$ cat config.mk
export PLATFORM = sky130hd
export DESIGN_NAME = debounce_edge
export DESIGN_NICKNAME = d
export VERILOG_FILES = /design/src/rtl/debounce_pkg.sv /design/src/rtl/debounce_cell.sv /design/src/rtl/debounce_edge.sv
export SDC_FILE = /design/constraint.sdc
export NUM_CORES = 1
export LEC_CHECK = 0
export ABC_AREA = 1
export BUFFER_PORTS_ARGS = -buffer_cell sky130_fd_sc_hd__clkbuf_2
export CAP_MARGIN = 20
export CORE_MARGIN = 5
export CORE_UTILIZATION = 45
export CTS_CLUSTER_DIAMETER = 40
export DETAILED_ROUTE_END_ITERATION = 10
export PLACE_DENSITY = 0.58
export SYNTH_ARGS = -nofsm -noshare
export SYNTH_HDL_FRONTEND = slang
export SYNTH_SLANG_ARGS = --single-unit
$ cat constraint.sdc
create_clock -name clk -period 1.9 [get_ports clk]
set_input_delay 0.095 -clock clk [delete_from_list [all_inputs] [get_ports clk]]
set_output_delay 0.095 -clock clk [all_outputs]
set_load 0.005 [all_outputs]
$ cat src/rtl/debounce_pkg.sv
// Shared types and defaults for the per-bit debouncer.
package debounce_pkg;

  typedef enum logic {
    STABLE   = 1'b0,
    COUNTING = 1'b1
  } db_state_t;

  localparam int DB_CNT_WIDTH_DEFAULT = 16;

endpackage

$ cat src/rtl/debounce_cell.sv
// One-bit debouncer: stability counter, accepted level and rise/fall strobes.
//   state    | meaning
//   STABLE   | input agrees with level (or just accepted), cnt == 0
//   COUNTING | input differs, cnt holds consecutive differing samples
module debounce_cell
  import debounce_pkg::*;
#(
  parameter int   CNT_WIDTH     = DB_CNT_WIDTH_DEFAULT,
  parameter int   STABLE_CYCLES = 50000,
  parameter logic RESET_BIT     = 1'b0
) (
  input  logic clk,
  input  logic reset,
  input  logic in_sync,
  input  logic sample_en,
  output logic level,
  output logic rise,
  output logic fall,
  output logic rise_next,
  output logic fall_next
);

  localparam logic [CNT_WIDTH-1:0] LAST = CNT_WIDTH'(STABLE_CYCLES - 1);

  db_state_t             state;
  logic [CNT_WIDTH-1:0]  cnt;
  logic                  differ;
  logic                  accept;

  assign differ    = sample_en && (in_sync != level);
  assign accept    = differ && (cnt == LAST);
  assign rise_next = accept && !level;
  assign fall_next = accept && level;

  always_ff @(posedge clk) begin
    if (reset) begin
      state <= STABLE;
      cnt   <= '0;
      level <= RESET_BIT;
      rise  <= 1'b0;
      fall  <= 1'b0;
    end else begin
      // strobes clear on the next edge even while sampling is paused
      rise <= rise_next;
      fall <= fall_next;
      if (sample_en) begin
        if (!differ || accept) begin
          state <= STABLE;
          cnt   <= '0;
          if (accept) level <= ~level;
        end else if (state == STABLE) begin
          state <= COUNTING;
          cnt   <= CNT_WIDTH'(1);
        end else begin
          cnt <= cnt + CNT_WIDTH'(1);
        end
      end
    end
  end

endmodule

$ cat src/rtl/debounce_edge.sv
// Vector debouncer with per-bit edge strobes and an any-change flag.
module debounce_edge
  import debounce_pkg::*;
#(
  parameter int               WIDTH         = 4,
  parameter int               CNT_WIDTH     = DB_CNT_WIDTH_DEFAULT,
  parameter int               STABLE_CYCLES = 50000,
  parameter logic [WIDTH-1:0] RESET_LEVEL   = '0
) (
  input  logic             clk,
  input  logic             reset,
  input  logic [WIDTH-1:0] in_sync,
  input  logic             sample_en,
  output logic [WIDTH-1:0] out_level,
  output logic [WIDTH-1:0] rise_pulse,
  output logic [WIDTH-1:0] fall_pulse,
  output logic             change_any
);

  if (STABLE_CYCLES < 1 || (STABLE_CYCLES >> CNT_WIDTH) != 0) begin : g_bad_stable_cycles
    $error("debounce_edge: STABLE_CYCLES must be in 1 .. 2**CNT_WIDTH-1");
  end

  logic [WIDTH-1:0] rise_next;
  logic [WIDTH-1:0] fall_next;

  for (genvar i = 0; i < WIDTH; i++) begin : g_cell
    debounce_cell #(
      .CNT_WIDTH    (CNT_WIDTH),
      .STABLE_CYCLES(STABLE_CYCLES),
      .RESET_BIT    (RESET_LEVEL[i])
    ) u_cell (
      .clk      (clk),
      .reset    (reset),
      .in_sync  (in_sync[i]),
      .sample_en(sample_en),
      .level    (out_level[i]),
      .rise     (rise_pulse[i]),
      .fall     (fall_pulse[i]),
      .rise_next(rise_next[i]),
      .fall_next(fall_next[i])
    );
  end

  // built from next-state so it lines up with the strobes it summarises
  always_ff @(posedge clk) begin
    if (reset) change_any <= 1'b0;
    else       change_any <= |(rise_next | fall_next);
  end

endmodule
======== Word level (Yosys, flattened, before mapping) ========
Index checks and enable logic that the tools add are counted.
word-level totals
  output and inout bits ................... 13
  register bits after elaboration ......... 81
  bits of input ports ..................... 7
operators by class
  bitwise operators ....................... 5
  muxes and demuxes ....................... 12
  reductions and logical operators ........ 33
  add/subtract/negate cells ............... 4
  equal/unequal tests ..................... 8
operators with widths
  kind                   count
  $mux 16                8
  $add 16x1->16 const B  4
  $eq 16x16->1 const B   4
  $logic_and 1x1->1      16
  $reduce_and 3->1       4
  $logic_not 1->1        8
  $logic_or 1x1->1       4
  $mux 1                 4
  $ne 1x1->1             4
  $not 1->1              4
  $or 4x4->4             1
  $reduce_or 4->1        1

======== Logic depth before layout (Yosys ltp) ========
Gate-level depths: netlist of run 1.
  depth in word-level cells ............... 6
  gate-level depth with buffers ........... 10
  gate-level depth less buffers ........... 10

======== Cells and area by module ========
A second synthesis of run 1 with hierarchy kept.
unflattened totals
  cells, all modules ...................... 817
  area, all modules ....................... 4,939.7 sq um
by module, submodules not included
  module         sequential area each (sq um)  cells an instance  instances  area an instance (sq um)
  debounce_cell  400.4                         202                4          1,222.4
  debounce_edge  20.0                          9                  1          50.0

======== Least setup slack after synthesis of run 1 ========
No wires, ideal clock.
  kind .................................... reg-to-reg
  start point ............................. reg g_cell[2].u_cell.cnt[0]
  end point ............................... reg g_cell[2].u_cell.cnt[9]
  arrival time ............................ 1.288 ns
  setup time .............................. 0.131 ns
  cell stages (with the launch flop) ...... 11
  slack ................................... 0.481 ns
  cells stage by stage .................... dfxtp_1 > ha_1 > nand2_1 > nor2_4 > inv_2 > nor2_1 > nand2_1 > nand3_2 > inv_2 > nand2_1 > a21oi_2
between the ends
  word-level cells in the longest chain between the ends .. 4
  elaborated cells on any way between the ends .. 6
RTL lines
  item                                                   line                 RTL
  from (decl)                                            debounce_cell.sv:26  logic [CNT_WIDTH-1:0] cnt;
  from (signal assigned)                                 debounce_cell.sv:55  cnt <= cnt + CNT_WIDTH'(1);
  branches (longest 3 deep; another with $add 16x1->16)  -
  $mux 16 (*)                                            debounce_cell.sv:47  if (!differ || accept) begin
Every way passes the cells marked *.
A chain may end at the register's enable or synchronous reset.

======== Final worst setup path of run 1 ========
Ends and elaborated chain as after synthesis.

==> results of run 1 <==
[layout by cell type (no fill, tap or decap), types with 11 or more instances in the layout]
cell	n
nor3_1	11
nand3_1	43
dfxtp_1	81
nand2_1	177
inv_1	60
nor2_1	163
xor2_1	24
nand4_1	18
clkbuf_2	19
a21oi_1	42
clkbuf_8	11
o21ai_0	15
[registers in the layout, summed over array words and instances, names as in the netlist]
name / flops
g_cell.u_cell.fall: 4
g_cell.u_cell.state: 4
g_cell.u_cell.level: 4
change_any: 1
g_cell.u_cell.rise: 4
g_cell.u_cell.cnt: 64
[through the flow]
stage          instance area, um2  std cells
2_1_floorplan                4730        735
3_3_place_gp                 4870        865
3_5_place_dp                 4870        865
4_1_cts                      5100        881
5_1_grt                      5100        881
6_report                     5100        881
[worst paths after layout]
check / startpoint / end / slack [ns] / cells past startpoint
worst max-delay path: g_cell[2].u_cell.cnt[0]$_SDFFE_PP0P_ / g_cell[2].u_cell.cnt[9]$_SDFFE_PP0P_ / 0.28 / 10
worst min-delay path: in_sync[3] / g_cell[3].u_cell.cnt[0]$_SDFFE_PP0P_ / 0.12 / 4
worst max register to register: g_cell[2].u_cell.cnt[0]$_SDFFE_PP0P_ / g_cell[2].u_cell.cnt[9]$_SDFFE_PP0P_ / 0.28 / 10
worst min register to register: g_cell[3].u_cell.state$_SDFFE_PP0P_ / g_cell[3].u_cell.state$_SDFFE_PP0P_ / 0.48 / 2
[layout make-up]
cell class | count | area share (%)
inverter | 70 | 5.15
tap | 136 | 3.34
sequential | 81 | 31.8
clock inverter | 5 | 1.52
multi-input combinational | 555 | 52.5
timing repair buffer | 23 | 2.70
clock buffer | 11 | 2.97
[where the power goes]
part           switching, W  internal (W)  leakage (nW)
combinational     0.0000932     0.0000319          1.00
sequential        0.0000106       0.00171         0.654
clock              0.000639      0.000808         0.115
[critical path: stages, from the launching register on]
cell	delay, ns
dfxtp_1	0.38
ha_1	0.17
nand2_1	0.12
nor2_4	0.19
inv_2	0.05
nor2_1	0.09
nand2_1	0.11
nand3_2	0.17
inv_2	0.10
nand2_1	0.09
a21oi_2	0.05
[layer usage]
layer / wire (um) / part of all wire [%] / vias up
met4: 115 / 1.1 / 0
met2: 4680 / 46 / 61
met3: 377 / 3.7 / 13
met5: 0 / 0 / -
li1: - / - / 2320
met1: 5100 / 50 / 1957
[cell families (layout without fill, tap and decap cells)]
family	count (synthesis)	count (layout)	share of synthesized area, %
buf+inv	99	109	9.10
xor+xnor	28	28	5.18
simple gates	451	451	42.1
compound gates	72	72	8.30
flops	81	81	34.3
fa+ha+maj	4	4	1.06
==> summary.txt, run 1 <==
Status - finished, final reports clean
DR DRC count - 0
Count leader, synth - nand2_1
Primary FF master, synth - dfxtp_1
# setup viols final - 0
Min-delay worst type - in2reg
Synth Cell Area - 4730 um2
Largest net degree at the start of global routing - 64
Ys async rst share - 0%
Syn_nets - 746
GR Util met2 - 28.5%
NumNets Final - 751
Vias - 4351
Crit Path Category - reg2reg
Initial DRC Count - 230
Post-route setup slack - 0.275 ns
Total number of yosys warnings - 0
Slew headroom - 60.2%
Data arrival time of the critical path - 1.87 ns
H-tree depth - 3
DR pass1 iterations - 4
Worst EP required - 2.14 ns
Crit path time final - 1.62 ns
Routability cong. - 0.876
CTS root buffer - clkbuf_8
Worst slew pin tran - 0.593 ns
Layout filler cell count - 1090
IO Pins - 20
CTS Hold Bufs - 0
Core Area - 10300 um2
Setup TNS - 0 ns
Die Wd - 113 um
WHS - 0.118 ns
Period utilisation layout - 85.5%
Commonest cells post-synth - 177 x nand2_1, 163 x nor2_1, 81 x dfxtp_1, 60 x inv_1, 43 x nand3_1
WL/cell - 11.7 um
Utilization after layout - 49.6%
Area contributors post-synth - dfxtp_1 34%, nand2_1 14%, nor2_1 13%
Startpoint Class - flip-flop
Unique masters post-synth - 34
Num CTS Buffers - 9
Clock Path Buffers - 2
Diodes inserted - 0
Routed Antenna Nets - 0
Global-route wire length before repair - 18500 um
Number of synthesized flops with an enable pin - 0
Area grow syn2layout - 7.80%
Final Hold Fails - 0
Register area - 1620 um2
Antenna violations before repair - 0
Port bufs - 19
Leakage Power - 1.77 nW
Die Y - 113 um
Most used routing layer - met2
Via-per-instance ratio - 4.94
HPWL Detailed - 7410 um
Multi-input logic area - 2680 um2
Share of the synthesized area in the top cell type - 34.3%
Setup Buffers After CTS - 0
Total gr overflow - 0
Pwr Total - 0.00329 W
Leading area contributor after synthesis - dfxtp_1
Reg clk slew, reported paths - 0.08 ns
Post-synthesis sequential area ratio - 34.3%
Register bit total from synthesis - 81
FMAX - 0.615 GHz
Layout cells sized above 1 - 11.7%
CTS sink cnt - 81
Post-CTS Resized - 0
CTS tree - yes
RSZ-0062 raised after global routing - false
Met3 Usage GRT - 3.67%
Initial Utilization - 46.0%
Power density over the cells - 645 nW/um2
Total track usage - 17.2%
Mean Syn Cell Area - 6.44 um2
CP max FO - 7
Cell Rows - 37
Post-Syn Instances - 735
Peak VDD IR - 426 uV
Die ar. - 12700 um2
Final Slew Violations - 0
Final wirelength - 10300 um
Worst skew pair latency - 0.36 ns
Maxcap violations - 0
GR Layer Usage met1 - 22.6%
Clock Skew - 0.00891 ns
Vias in the first global route - 4041
CP endpoint kind - flip-flop
Post-place setup slack - 0.274 ns
Note: power is estimated with default switching activity, not from simulation.
==> run 2, diff against run 1 <==
ABC_AREA = not set   (was 1)
PLACE_DENSITY = 0.59   (was 0.58)
SKIP_LAST_GASP = 1   (was not set)
clock period = 1.7 ns   (was 1.9 ns; I/O delays follow)
==> run 2 against run 1 <==
Compared with the run above: utilization up 17 points; clock skew up 0.0056 ns; largest cell class unchanged; die area down 12%; non-clock buffer count up 110; the run now ends with setup timing left; final area up 14%; synthesized cell count down 32%; register-to-register slack worse by 0.48 ns; critical path depth down 5; sequential cell count unchanged; maximum frequency down 14%; clock-buffer cell count down 2; final cell count down 18%.
==> summary.txt, run 2 <==
Utilization after layout - 66.2% (was 49.6%)
Via-per-instance ratio - 5.77 (was 4.94)
Initial DRC Count - 118 (was 230)
Leading area contributor after synthesis - dfxtp_1 (unchanged)
CTS sink cnt - 81 (unchanged)
Crit-path cells - or4_4 > o41a_1 > and3_4 > a21o_1 > a22o_1 (was ha_1 > nand2_1 > nor2_4 > inv_2 > nor2_1 > nand2_1 > nand3_2 > inv_2 > nand2_1 > a21oi_2)
Clock Path Buffers - 2 (unchanged)
GR Util met2 - 35.5% (was 28.5%)
Routability cong. - 0.826 (was 0.876)
CP max FO - 10 (was 7)
Area grow syn2layout - 41.6% (was 7.80%)
HPWL Detailed - 7570 um (was 7410 um)
Synth Cell Area - 4110 um2 (was 4730 um2)
DR pass1 iterations - 4 (unchanged)
Slew headroom - 52.3% (was 60.2%)
H-tree depth - 3 (unchanged)
Non-filler cells, final - 724 (was 881)
Count leader, synth - dfxtp_1 (was nand2_1)
Failing checks - setup timing
Commonest cells post-synth - 81 x dfxtp_1, 52 x nand2_1, 50 x nor2_1, 36 x nand3_1, 32 x a31oi_1 (was 177 x nand2_1, 163 x nor2_1, 81 x dfxtp_1, 60 x inv_1, 43 x nand3_1)
Crit path time final - 1.90 ns (was 1.62 ns)
Post-synthesis sequential area ratio - 39.4% (was 34.3%)
DR DRC count - 0 (unchanged)
Worst skew pair latency - 0.35 ns (was 0.36 ns)
Final wirelength - 11500 um (was 10300 um)
Layout cells sized above 1 - 40.1% (was 11.7%)
FMAX - 0.526 GHz (was 0.615 GHz)
Initial Utilization - 46.7% (was 46.0%)
Min-delay worst type - in2reg (unchanged)
Total gr overflow - 0 (unchanged)
Data arrival time of the critical path - 2.14 ns (was 1.87 ns)
Vias in the first global route - 4102 (was 4041)
Routed Antenna Nets - 0 (unchanged)
Leakage Power - 2.19 nW (was 1.77 nW)
Final Hold Fails - 0 (unchanged)
Status - finished, violations left (was finished, final reports clean)
Vias - 4178 (was 4351)
Largest net degree at the start of global routing - 47 (was 64)
Mean Syn Cell Area - 8.21 um2 (was 6.44 um2)
Most frequent cells in the layout - 99 x buf_4, 71 x dfxtp_1, 51 x nand2_1 (was 177 x nand2_1, 163 x nor2_1, 81 x dfxtp_1)
Final Slew Violations - 0 (unchanged)
Die Y - 106 um (was 113 um)
Die ar. - 11200 um2 (was 12700 um2)
Maxcap violations - 0 (unchanged)
Register bit total from synthesis - 81 (unchanged)
Num CTS Buffers - 9 (unchanged)
WP buf/inv - 0 (was 2)
Startpoint Class - flip-flop (unchanged)
Period utilisation layout - 112% (was 85.5%)
Share of the synthesized area in the top cell type - 39.4% (was 34.3%)
Worst slew pin tran - 0.712 ns (was 0.593 ns)
Global-route wire length before repair - 19100 um (was 18500 um)
Cell Rows - 34 (was 37)
CP endpoint kind - flip-flop (unchanged)
# setup viols final - 51 (was 0)
Post-Syn Instances - 501 (was 735)
DP Area - 4960 um2 (was 4870 um2)
IO Pins - 20 (unchanged)
Dpl cells - 690 (was 865)
Peak VDD IR - 465 uV (was 426 uV)
Crit Path Category - reg2reg (unchanged)
GR Layer Usage met1 - 26.1% (was 22.6%)
Total track usage - 20.4% (was 17.2%)
Met3 Usage GRT - 2.63% (was 3.67%)
Max reg flops - 64 (unchanged)
Pwr Total - 0.00363 W (was 0.00329 W)
Die Wd - 106 um (was 113 um)
CTS Hold Bufs - 0 (unchanged)
CTS tree - yes (unchanged)
Post-route setup slack - -0.200 ns (was 0.275 ns)
Antenna violations before repair - 0 (unchanged)
Most common cell after layout, fill and taps aside - buf_4 (was nand2_1)
Slowest-stage cell, CP - or4_4 (was dfxtp_1)
RSZ-0062 raised after global routing - true (was false)
Port bufs - 19 (unchanged)
Most used routing layer - met2 (unchanged)
Ys async rst share - 0% (unchanged)
Syn_nets - 512 (was 746)
Post-route cell area - 5830 um2 (was 5100 um2)
NumNets Final - 622 (was 751)
Worst EP required - 1.94 ns (was 2.14 ns)
Total number of yosys warnings - 0 (unchanged)
Primary FF master, synth - dfxtp_1 (unchanged)
CP delay by family, top - simple AND/OR/NAND/NOR gates (unchanged)
Number of synthesized flops with an enable pin - 0 (unchanged)
Core Area - 8810 um2 (was 10300 um2)
WL/cell - 15.8 um (was 11.7 um)
Power density over the cells - 623 nW/um2 (was 645 nW/um2)
CTS root buffer - clkbuf_8 (unchanged)
Biggest register - g_cell.u_cell.cnt (unchanged)
Unique masters post-synth - 53 (was 34)
Max incr delay on CP - 0.54 ns (was 0.38 ns)
Area contributors post-synth - dfxtp_1 39%, a31oi_1 4.9%, nand2_1 4.7% (was dfxtp_1 34%, nand2_1 14%, nor2_1 13%)
Clock Skew - 0.0145 ns (was 0.00891 ns)
Reg clk slew, reported paths - 0.10 ns (was 0.08 ns)
Diodes inserted - 0 (unchanged)
[run 2: cell count changes in the layout (fill, tap and decap cells not counted), sizes merged, moves of 9 or more]
cell   change
a21oi     -24
nor2     -125
buf      +110
a22o      +13
a31oi     +32
xor2       -9
nand2    -135
nand3     -15
inv       -61
[run 2: worst register-to-register path, cell delays in order (launching register included)]
cell and delay, ns:
dfxtp_2 0.33, or4_4 0.54, o41a_1 0.38, and3_4 0.22, a21o_1 0.16, a22o_1 0.17
[run 2: cell families after synthesis]
family          count (synthesis)  share of synthesized area [%]
compound gates                115                           18.5
xor+xnor                       20                           4.26
fa+ha+maj                       4                           1.22
buf+inv                        42                           5.17
flops                          81                           39.4
mux                             3                          0.730
simple gates                  236                           30.7
[run 2: through the flow]
stage	hold slack (ns)	TNS (ns)	worst slack (ns)
after floorplan	0.299	-2.77	-0.288
after global placement	0.455	-7.19	-0.383
after detailed placement	0.459	-8.68	-0.479
after CTS	0.192	-3.24	-0.217
after global routing	0.181	-7.98	-0.255
final	0.163	-3.14	-0.200
[run 2: layout make-up]
type	count	area [um2]
fillers	736	2980
clock inverters	7	77.6
flip-flops and latches	81	1640
multi-input cells	381	2820
well taps	108	135
inverters	5	18.8
repair buffers	133	1020
clock buffers	9	124
[run 2: final timing paths]
kind	startpoint	to	slack (ns)	cells after the start
max reg2reg	g_cell[1].u_cell.cnt[12]$_SDFFE_PP0P_	g_cell[1].u_cell.cnt[9]$_SDFFE_PP0P_	-0.20	5
min	in_sync[0]	g_cell[0].u_cell.rise$_SDFF_PP0_	0.16	4
max	g_cell[1].u_cell.cnt[12]$_SDFFE_PP0P_	g_cell[1].u_cell.cnt[9]$_SDFFE_PP0P_	-0.20	5
min reg2reg	g_cell[3].u_cell.cnt[15]$_SDFFE_PP0P_	g_cell[3].u_cell.cnt[15]$_SDFFE_PP0P_	0.50	1
[run 2: what timing repair did]
action / in CTS / in global routing
buffers inserted: 10 / 5
cloned: 3 / 1
endpoints found under the setup margin: 64 / 73
pin swaps: 37 / 46
gates resized for setup: 44 / 62
[run 2: per-layer routing]
layer / up-vias / routed length [um]
li1: 2086 / -
met1: 1991 / 5250
met2: 86 / 5660
met5: - / 0
met4: 0 / 158
met3: 15 / 386
[run 2: report_power, final]
group / internal [W] / leakage (nW) / switching [W] / total, W
combinational: 0.0000866 / 1.44 / 0.000150 / 0.000237
sequential: 0.00190 / 0.659 / 0.00000834 / 0.00191
clock: 0.000689 / 0.0885 / 0.000791 / 0.00148
